[config.mk]
export PLATFORM = sky130hd
export DESIGN_NAME = iter_comparator_flat
export DESIGN_NICKNAME = d
export VERILOG_FILES = /design/src/rtl/iter_comparator_if.sv /design/src/rtl/iter_comparator.sv /design/src/flat_wrapper.sv
export SDC_FILE = /design/constraint.sdc
export NUM_CORES = 1
export LEC_CHECK = 0
export CAP_MARGIN = 20
export CELL_PAD_IN_SITES_DETAIL_PLACEMENT = 1
export CELL_PAD_IN_SITES_GLOBAL_PLACEMENT = 1
export CORE_UTILIZATION = 41
export CTS_CLUSTER_SIZE = 40
export DETAILED_ROUTE_END_ITERATION = 7
export GPL_TIMING_DRIVEN = 0
export PLACE_DENSITY_LB_ADDON = 0.08
export SETUP_SLACK_MARGIN = 0.2
export SLEW_MARGIN = 20
export SYNTH_ARGS = -nofsm -noshare
export SYNTH_HDL_FRONTEND = slang
export SYNTH_SLANG_ARGS = --single-unit
export TNS_END_PERCENT = 5
[constraint.sdc]
create_clock -name i_clk -period 3.3 [get_ports i_clk]
set_clock_uncertainty 0.1 [all_clocks]
set_input_delay 0.66 -clock i_clk [delete_from_list [all_inputs] [get_ports i_clk]]
set_output_delay 0.66 -clock i_clk [all_outputs]
set_load 0.01 [all_outputs]
[src/rtl/iter_comparator_if.sv]
// Request/result bundle for the slice-serial magnitude comparator.
interface iter_comparator_if #(
  parameter int WIDTH = 32,
  parameter int SLICE = 2
);
  localparam int NSLICE = WIDTH / SLICE;
  localparam int CW     = $clog2(NSLICE) + 1;

  logic             i_start;
  logic             i_signed;
  logic [WIDTH-1:0] i_rs1;
  logic [WIDTH-1:0] i_rs2;
  logic             i_abort;
  logic             o_ready;
  logic             o_valid;
  logic             o_lt;
  logic             o_eq;
  logic             o_gt;
  logic [CW-1:0]    o_slices;

  modport master (
    output i_start, i_signed, i_rs1, i_rs2, i_abort,
    input  o_ready, o_valid, o_lt, o_eq, o_gt, o_slices
  );

  modport slave (
    input  i_start, i_signed, i_rs1, i_rs2, i_abort,
    output o_ready, o_valid, o_lt, o_eq, o_gt, o_slices
  );
endinterface

[src/rtl/iter_comparator.sv]
// Slice-serial magnitude comparator: walks operands MSB slice first and stops
// at the first differing slice; signed mode is folded into unsigned by flipping the sign bits.
module iter_comparator #(
  parameter int WIDTH = 32,
  parameter int SLICE = 2
) (
  input logic             i_clk,
  input logic             i_rst_n,
  iter_comparator_if.slave bus
);
  localparam int NSLICE = WIDTH / SLICE;
  localparam int CW     = $clog2(NSLICE) + 1;
  localparam int IW     = (NSLICE > 1) ? $clog2(NSLICE) : 1;
  localparam logic [WIDTH-1:0] SIGN_MASK = WIDTH'(1'b1) << (WIDTH - 1);

  typedef enum logic [1:0] {
    IDLE = 2'd0,
    RUN  = 2'd1,
    DONE = 2'd2
  } state_t;

  state_t           state_r;
  logic [WIDTH-1:0] a_r;
  logic [WIDTH-1:0] b_r;
  logic [IW-1:0]    idx_r;
  logic [CW-1:0]    cnt_r;
  logic             ready_r;
  logic             valid_r;
  logic             lt_r;
  logic             eq_r;
  logic             gt_r;
  logic [CW-1:0]    slices_r;

  logic [31:0]      shamt_s;
  logic [WIDTH-1:0] a_sh_s;
  logic [WIDTH-1:0] b_sh_s;
  logic [SLICE-1:0] a_slice_s;
  logic [SLICE-1:0] b_slice_s;

  // Extract the slice currently addressed by idx_r from both operands
  always_comb begin
    shamt_s   = 32'(idx_r) * 32'(SLICE);
    a_sh_s    = a_r >> shamt_s;
    b_sh_s    = b_r >> shamt_s;
    a_slice_s = a_sh_s[SLICE-1:0];
    b_slice_s = b_sh_s[SLICE-1:0];
  end

  // Control FSM with all outputs registered; abort takes priority over a decision
  always_ff @(posedge i_clk or negedge i_rst_n) begin
    if (!i_rst_n) begin
      state_r  <= IDLE;
      a_r      <= '0;
      b_r      <= '0;
      idx_r    <= '0;
      cnt_r    <= '0;
      ready_r  <= 1'b1;
      valid_r  <= 1'b0;
      lt_r     <= 1'b0;
      eq_r     <= 1'b0;
      gt_r     <= 1'b0;
      slices_r <= '0;
    end else begin
      case (state_r)
        IDLE: begin
          if (bus.i_start) begin
            a_r     <= bus.i_signed ? (bus.i_rs1 ^ SIGN_MASK) : bus.i_rs1;
            b_r     <= bus.i_signed ? (bus.i_rs2 ^ SIGN_MASK) : bus.i_rs2;
            idx_r   <= IW'(NSLICE - 1);
            cnt_r   <= '0;
            ready_r <= 1'b0;
            state_r <= RUN;
          end else begin
            ready_r <= 1'b1;
          end
        end
        RUN: begin
          if (bus.i_abort) begin
            ready_r <= 1'b1;
            state_r <= IDLE;
          end else if ((a_slice_s != b_slice_s) || (idx_r == '0)) begin
            lt_r     <= (a_slice_s < b_slice_s);
            eq_r     <= (a_slice_s == b_slice_s);
            gt_r     <= (a_slice_s > b_slice_s);
            slices_r <= cnt_r + CW'(1'b1);
            valid_r  <= 1'b1;
            state_r  <= DONE;
          end else begin
            idx_r <= idx_r - IW'(1'b1);
            cnt_r <= cnt_r + CW'(1'b1);
          end
        end
        DONE: begin
          valid_r <= 1'b0;
          ready_r <= 1'b1;
          state_r <= IDLE;
        end
        default: begin
          valid_r <= 1'b0;
          ready_r <= 1'b1;
          state_r <= IDLE;
        end
      endcase
    end
  end

  assign bus.o_ready  = ready_r;
  assign bus.o_valid  = valid_r;
  assign bus.o_lt     = lt_r;
  assign bus.o_eq     = eq_r;
  assign bus.o_gt     = gt_r;
  assign bus.o_slices = slices_r;
endmodule

[src/flat_wrapper.sv]
// flat-port wrapper written by rule: the top's interface ports become plain ports
module iter_comparator_flat 
#(
  parameter int WIDTH = 32,
  parameter int SLICE = 2
)
  (i_clk, i_rst_n, bus_i_start, bus_i_signed, bus_i_rs1, bus_i_rs2, bus_i_abort, bus_o_ready, bus_o_valid, bus_o_lt, bus_o_eq, bus_o_gt, bus_o_slices);
  iter_comparator_if #(.WIDTH(WIDTH), .SLICE(SLICE)) bus_i ();
  input logic i_clk;
  input logic i_rst_n;
  input wire logic [$bits(bus_i.i_start)-1:0] bus_i_start;
  input wire logic [$bits(bus_i.i_signed)-1:0] bus_i_signed;
  input wire logic [$bits(bus_i.i_rs1)-1:0] bus_i_rs1;
  input wire logic [$bits(bus_i.i_rs2)-1:0] bus_i_rs2;
  input wire logic [$bits(bus_i.i_abort)-1:0] bus_i_abort;
  output wire logic [$bits(bus_i.o_ready)-1:0] bus_o_ready;
  output wire logic [$bits(bus_i.o_valid)-1:0] bus_o_valid;
  output wire logic [$bits(bus_i.o_lt)-1:0] bus_o_lt;
  output wire logic [$bits(bus_i.o_eq)-1:0] bus_o_eq;
  output wire logic [$bits(bus_i.o_gt)-1:0] bus_o_gt;
  output wire logic [$bits(bus_i.o_slices)-1:0] bus_o_slices;
  assign bus_i.i_start = bus_i_start;
  assign bus_i.i_signed = bus_i_signed;
  assign bus_i.i_rs1 = bus_i_rs1;
  assign bus_i.i_rs2 = bus_i_rs2;
  assign bus_i.i_abort = bus_i_abort;
  assign bus_o_ready = bus_i.o_ready;
  assign bus_o_valid = bus_i.o_valid;
  assign bus_o_lt = bus_i.o_lt;
  assign bus_o_eq = bus_i.o_eq;
  assign bus_o_gt = bus_i.o_gt;
  assign bus_o_slices = bus_i.o_slices;
  iter_comparator #(.WIDTH(WIDTH), .SLICE(SLICE)) u_core (.i_clk(i_clk), .i_rst_n(i_rst_n), .bus(bus_i));
endmodule
==> run metrics, run 1 <==
YS warnings=0; Area growth syn-to-layout=32.4%; Seq cells post-synth=85; ranking of synthesized cells by area=dfrtp_1 (54%), mux2_2 (18%), mux4_2 (4.6%); reg2reg setup slack=between 0.3 and 0.4 ns; count of cell types in the netlist=37; maximum VDD drop=around 0.32 mV; startpoint types=register; initial antenna violation count=0; R2R depth=11; average size of a mapped cell=~14 µm²; FFs w/ async S/R, synth=100%; FF-to-FF End=u_core.idx_r[2]$_DFFE_PN0P_; Placed Cells=roughly 500; deepest clock path buffer count=2; Ports=79; FP Rows=35; Post-synth EDFFs=0; FF-to-FF Start=u_core.idx_r[0]$_DFFE_PN0P_; Setup violations, final=0; Finished Core Util=between 50 and 60%; critical-path maximum fanout=10; status=complete, no violations; critical path required time=about 3.4 ns; DR pass1 iterations=4; leakage=around 2.3 nW; latest clock arrival within the worst-skew pair=around 0.36 ns; Crit. path cell count=11; unrepaired setup endpoints after global routing=no; WL per Instance=between 15 and 20 µm; FMAX=approximately 340 MHz; P per Cell Area=about 880 nW/µm²; DR DRC count=0; die height=between 90 and 100 µm; final instance area=about 5200 µm²; setup TNS=0 ns; DP Area=4860 µm²; H-tree depth=3; Mapped Nets=360; clock root cell=clkbuf_8; global-route total usage across every layer=19.5%; period utilisation layout=~90%; Worst Max-Slew Pin Slew=between 0.5 and 0.6 ns; cell taking the most area after synthesis=dfrtp_1; Final Wtd Congestion=around 0.7; Arrival @ worst endpoint=between 3 and 4 ns; # Max-Cap Violations=0; delay-heaviest family, CP=compound AO/OA/AOI/OAI gates; WP buf/inv=3; Die Area=between 9000 and 10000 µm²; slew margin rel.=between 60% and 70%; initial drt markers=43; Top FF cell, synth=dfrtp_1; Vias=~2600; n_diodes=0; Overflow after GRT=0; Post-DP HPWL=between 6000 and 7000 µm; routed vias/inst=between 5 and 6; Pins Over Slew Limit=0; Hold WC Path Type=input port to asynchronous set/reset pin; fin cells=slightly above 500; global-route wire length before repair=14600 µm; sequential share of the synthesized area=a little over half; clk slew on worst S/H paths=roughly 0.09 ns; layout cells sized above 1=30.0%; Worst path slowest cell=dfrtp_1; IO Port Bufs=78; largest net degree at the start of global routing=49; clock sinks=85; antenna-violating nets left=0; CP most frequent cell=buf_8; Gate Count Post-Synth=287; CORE AREA=a little over 9000 µm²; Post-CTS Hold Buffers=0; hold_ws=0.164 ns; Synth Cell Area=3900 µm²; DIE WIDTH=about 99 µm; Worst Setup Path Type=register to register; endpoints failing hold=0; CTS Buf Count=9; crit path cell chain=buf_8 > buf_8 > mux2i_1 > a221oi_2 > a21oi_1 > o211a_1 > ha_1 > nand2_2 > or3_1 > buf_6 > o32a_1; Post-layout nets=452; vias in the first global route=around 2900; Critical Path Max Stage Delay=about 0.40 ns; Starting Density=a little over two fifths; WL final=between 8000 and 9000 µm; Crit. End Element=register; post-synth top area share=between 50% and 60%; TritonCTS clock tree=built; crit path time final=about 3.0 ns
[worst reg2reg max path, stage by stage (launching register included)]
cell      delay, ns
dfrtp_1        0.40
buf_8          0.17
buf_8          0.16
mux2i_1        0.15
a221oi_2       0.29
a21oi_1        0.07
o211a_1        0.24
ha_1           0.31
nand2_2        0.13
or3_1          0.38
buf_6          0.15
o32a_1         0.32
[cell usage after synthesis, types with 2 or more instances]
cell type  number
clkbuf_1        4
mux4_2          8
nor2b_1         2
nand3_1         4
a22oi_1         4
ha_1            4
buf_2           8
buf_1           2
o211a_1         2
nor3_1          3
mux2_2         64
a221oi_1        6
buf_4           2
nand2_1        14
o21ai_0        16
nor2_1          6
xnor2_1         4
a21o_1          2
dfrtp_1        84
a21oi_1         6
o21a_1          2
inv_1           7
nor3b_1         3
mux2i_1        17
[power by group]
| group | total [mW] | leakage, nW | switching, mW | internal (mW) |
|---|---|---|---|---|
| sequential | 1.79 | 1.01 | 0.261 | 1.52 |
| combinational | 1.88 | 1.13 | 0.826 | 1.06 |
| clock | 0.863 | 0.110 | 0.363 | 0.500 |
| total | 4.53 | 2.25 | 1.45 | 3.08 |
[layer usage]
metal  part of all wire [%]  up-vias  track usage, %
li1                       -     1226               -
met1                     45     1339            25.2
met2                     50       56            33.1
met3                    3.3       11            3.87
met4                    1.4        0            6.56
met5                      0        -               0
[cells by family (layout without fill, tap and decap cells)]
group                      count (synthesis)  count (layout)  share of synthesized area [%]
AOI/OAI and AO/OA                         42              42                           7.45
xor gates and xnor gates                   5               5                           1.12
adders and majority gates                  4               4                           1.28
buffers and inverters                     24             120                           2.95
DFF                                       85              85                           54.6
muxes                                     89              89                           27.5
and+or+nand+nor                           38              38                           5.07
[sequential cells by signal, indices dropped and copies added (netlist names)]
| register | cells |
|---|---|
| u_core.bus.o_ready | 1 |
| u_core.a_r | 32 |
| u_core.idx_r | 4 |
| u_core.bus.o_slices | 5 |
| u_core.cnt_r | 5 |
| u_core.bus.o_eq | 1 |
| u_core.bus.o_gt | 1 |
| u_core.bus.o_valid | 1 |
| u_core.bus.o_lt | 1 |
| u_core.state_r | 2 |
| u_core.b_r | 32 |
[per-stage QoR]
| step | power, mW | setup WS [ns] |
|---|---|---|
| 2_1_floorplan | 3.02 | 0.430 |
| 3_3_place_gp | 3.55 | -1.69 |
| 3_5_place_dp | 3.62 | -0.175 |
| 4_1_cts | 4.54 | 0.205 |
| 5_1_grt | 4.85 | 0.201 |
| 6_report | 4.53 | 0.329 |
[cell usage in the layout, fill, tap and decap left out, types with 2 or more instances in the layout]
cell	instances
dfrtp_1	84
clkdlybuf4s50_1	77
mux2_2	64
mux2i_1	17
o21ai_0	14
nand2_1	13
clkbuf_8	9
buf_2	8
mux4_2	8
inv_1	7
a21oi_1	6
clkbuf_1	5
nor2_1	5
a22oi_1	4
nand3_1	4
a221oi_1	4
xnor2_1	4
ha_1	4
nor3b_1	3
bufinv_16	3
buf_4	3
nor2b_1	2
clkbuf_2	2
buf_8	2
buf_6	2
a221oi_2	2
o211a_1	2
o21a_1	2
nor3_1	2
a21o_1	2
[repair_timing]
item                                    4_1_cts  5_1_grt
pin swaps                                     1        1
endpoints found under the setup margin       16       16
setup buffers                                 2        0
resized for setup                             9        8
[how the worst max path moves through the flow]
stage                           startpoint                           to  slack [ns]
3_3_place_gp                       i_rst_n   u_core.b_r[27]$_DFFE_PN0P_       -1.69
5_1_grt        u_core.idx_r[0]$_DFFE_PN0P_  u_core.idx_r[2]$_DFFE_PN0P_        0.20
2_1_floorplan  u_core.idx_r[0]$_DFFE_PN0P_  u_core.bus.o_eq$_DFFE_PN0P_        0.43
6_report       u_core.idx_r[0]$_DFFE_PN0P_  u_core.idx_r[2]$_DFFE_PN0P_        0.33
3_5_place_dp   u_core.idx_r[1]$_DFFE_PN0P_  u_core.bus.o_eq$_DFFE_PN0P_       -0.17
4_1_cts        u_core.idx_r[0]$_DFFE_PN0P_  u_core.idx_r[2]$_DFFE_PN0P_        0.20
[area by class of cell]
| cell class | instances | area [µm²] |
|---|---|---|
| Clock inverter | 4 | 97.6 |
| Sequential cell | 85 | 2130 |
| Multi-Input combinational cell | 178 | 1680 |
| Timing Repair Buffer | 81 | 821 |
| Clock buffer | 11 | 131 |
| Fill cell | 946 | 4080 |
| Tap cell | 129 | 161 |
| Inverter | 7 | 26.3 |
| Buffer | 17 | 114 |
Power figures use the tool's default switching activity.
==> run 2, diff against run 1 <==
- PLACE_DENSITY_LB_ADDON: 0.08 -> 0.1
- clock period: 3.3 -> 3.4 ns (I/O delays scaled with it)
==> run 2 against run 1 <==
Against the previous run: highest routed layer unchanged; clock-buffer cell count increased by 1; die area stayed put; combinational power fell by 5%; sequential share of layout area increased by 0.090 points; sequential cell count is the same; global-route usage is 0.28 points lower; first-iteration DRC count is 79% higher.
==> run metrics, run 2 (synthesized netlist as in run 1, its figures left out) <==
Post-layout nets=453 (+0.22%); Overflow after GRT=0 (unchanged); unrepaired setup endpoints after global routing=yes; WL per Instance=16.9 µm (-0.75%); startpoint types=register; CORE AREA=9240 µm² (unchanged); clock sinks=85 (unchanged); most common cell after layout, fill and taps aside=dfrtp_1; internal cell power=3.00 mW (-2.7%); antenna-violating nets left=0 (unchanged); FILL cells=944 (-0.21%); Setup violations, final=0 (unchanged); Final Wtd Congestion=0.697 (-0.77%); Post-CTS Hold Buffers=0 (unchanged); global-route total usage across every layer=19.3% (-0.28 points); maximum VDD drop=0.369 mV (+14%); clock share of power=19.7% (+0.7 points); routed vias/inst=5.10 (-0.73%); crit path cell chain=buf_6 > buf_6 > mux2i_1 > a221oi_2 > a21oi_1 > o211a_1 > ha_1 > nand2_1 > or3_1 > buf_6 > o32a_1; DR DRC count=0 (unchanged); hold_ws=0.220 ns (+0.0566 ns); CTS Buf Count=9 (unchanged); Crit. End Element=register; Area growth syn-to-layout=32.1%; clock root cell=clkbuf_8; initial antenna violation count=0 (unchanged); vias in the first global route=2932 (+0.14%); n_diodes=0 (unchanged); Largest regs=u_core.a_r (32), u_core.b_r (32); Hold WC Path Type=input port to asynchronous set/reset pin; largest net degree at the start of global routing=46 (-6.1%); DIE WIDTH=99.5 µm (unchanged); CP most frequent cell=buf_6; Post-DP HPWL=6360 µm (+0.53%); Worst Max-Slew Pin Slew=0.616 ns (+0.0496 ns); deepest clock path buffer count=2 (unchanged); TritonCTS clock tree=built; delay-heaviest family, CP=compound AO/OA/AOI/OAI gates; global-route wire length before repair=14600 µm (-0.29%); slew margin rel.=58.6% (-3.6 points); Worst path slowest cell=or3_1; Die Area=9900 µm² (unchanged); commonest cells after routing, fill and taps aside=dfrtp_1 (84), clkdlybuf4s50_1 (77), mux2_2 (64); register share of total power=39.5% (about the same); DR pass1 iterations=4 (unchanged); latest clock arrival within the worst-skew pair=0.35 ns (about the same); period utilisation layout=89.9% (-0.10 points); layout cells sized above 1=29.6% (-0.42 points); Placed Cells=495 (unchanged); FMAX=327 MHz (-2.8%); Arrival @ worst endpoint=3.19 ns (+0.08 ns); crit path time final=3.06 ns (+0.0865 ns); Finished Core Util=55.7% (-0.12 points); Starting Density=42.2% (unchanged); leakage=2.26 nW (+0.29%); FP Rows=35 (unchanged); WL final=8700 µm (-0.37%); Sw Ratio=31.8% (-0.25 points); initial drt markers=77 (+79%); P per Cell Area=854 nW/µm² (-2.8%); clk slew on worst S/H paths=0.09 ns (about the same); Worst Setup Path Type=register to register; critical path required time=3.53 ns (+0.09 ns); die height=99.5 µm (unchanged); Critical Path Max Stage Delay=0.41 ns (about the same); status=complete, no violations; endpoints failing hold=0 (unchanged); Pins Over Slew Limit=0 (unchanged); IO Port Bufs=78 (unchanged); WP buf/inv=3 (unchanged); fin cells=514 (+0.39%); Psw=1.40 mW (-3.8%); Ports=79 (unchanged); Comb pwr share=40.9% (-0.6 points); Vias=2623 (-0.34%); # Max-Cap Violations=0 (unchanged); critical-path maximum fanout=10 (unchanged); H-tree depth=3 (unchanged)
-- run 2: changes by cell type in the layout (fill, tap and decap cells not counted), sizes merged --
cell,change
clkinv,+1
clkbuf,+1
buf,+1
clkinvlp,-1
-- run 2: worst paths after layout --
kind                                               startpoint                                 end  slack, ns  depth (start not counted)
max                               u_core.idx_r[0]$_DFFE_PN0P_         u_core.idx_r[2]$_DFFE_PN0P_       0.34                         11
min reg2reg                u_core.bus.o_slices[4]$_DFFE_PN0P_  u_core.bus.o_slices[4]$_DFFE_PN0P_       0.38                          2
max in group asynchronous                             i_rst_n      u_core.bus.o_ready$_DFFE_PN1N_       2.29                          2
min in group i_clk         u_core.bus.o_slices[4]$_DFFE_PN0P_  u_core.bus.o_slices[4]$_DFFE_PN0P_       0.38                          2
min                                                   i_rst_n          u_core.a_r[10]$_DFFE_PN0P_       0.22                          1
max reg2reg                       u_core.idx_r[0]$_DFFE_PN0P_         u_core.idx_r[2]$_DFFE_PN0P_       0.34                         11
-- run 2: power by group through the flow --
| stage | logic, mW | registers (mW) | clock network, mW |
|---|---|---|---|
| after detailed placement | 1.76 | 1.76 | 0 |
| final | 1.79 | 1.73 | 0.864 |
| after global placement | 1.72 | 1.72 | 0 |
| after CTS | 1.78 | 1.74 | 0.886 |
| after floorplan | 1.25 | 1.69 | 0 |
| after global routing | 1.96 | 1.80 | 0.925 |
-- run 2: through the flow --
step	cell area (µm²)	setup slack (ns)	setup TNS (ns)	total power, mW
global placement	4840	-1.59	-133.94	3.44
floorplan	3900	0.530	0	2.93
detailed placement	4860	-0.0896	-0.0896	3.52
finish	5150	0.343	0	4.39
global route	5150	0.136	0	4.69
CTS	5100	0.145	0	4.40
-- run 2: cell type report --
| type | count | area, µm² | share of cell area (%) |
|---|---|---|---|
| Sequential cell | 85 | 2130 | 41.3 |
| Multi-Input combinational cell | 178 | 1670 | 32.4 |
| Timing Repair Buffer | 82 | 821 | 15.9 |
| Tap cell | 129 | 161 | 3.14 |
| Clock buffer | 12 | 145 | 2.82 |
| Buffer | 17 | 103 | 1.99 |
| Clock inverter | 4 | 95.1 | 1.85 |
| Inverter | 7 | 26.3 | 0.510 |
-- run 2: layer usage --
metal / share of wire, % / GRT usage, %
met3: 3.8 / 4.29
met2: 51 / 33.4
met5: 0 / 0
met4: 1.1 / 5.43
met1: 44 / 24.2
-- run 2: repair_timing --
item,CTS,global route
pin swaps,0,1
setup endpoints to repair,13,16
buffers inserted,0,3
gates resized for setup,3,9
-- run 2: worst register-to-register path: stages, from the launching register on --
cell and delay (ns):
dfrtp_1 0.34, buf_6 0.19, buf_6 0.21, mux2i_1 0.13
a221oi_2 0.32, a21oi_1 0.07, o211a_1 0.23, ha_1 0.29
nand2_1 0.17, or3_1 0.41, buf_6 0.15, o32a_1 0.33
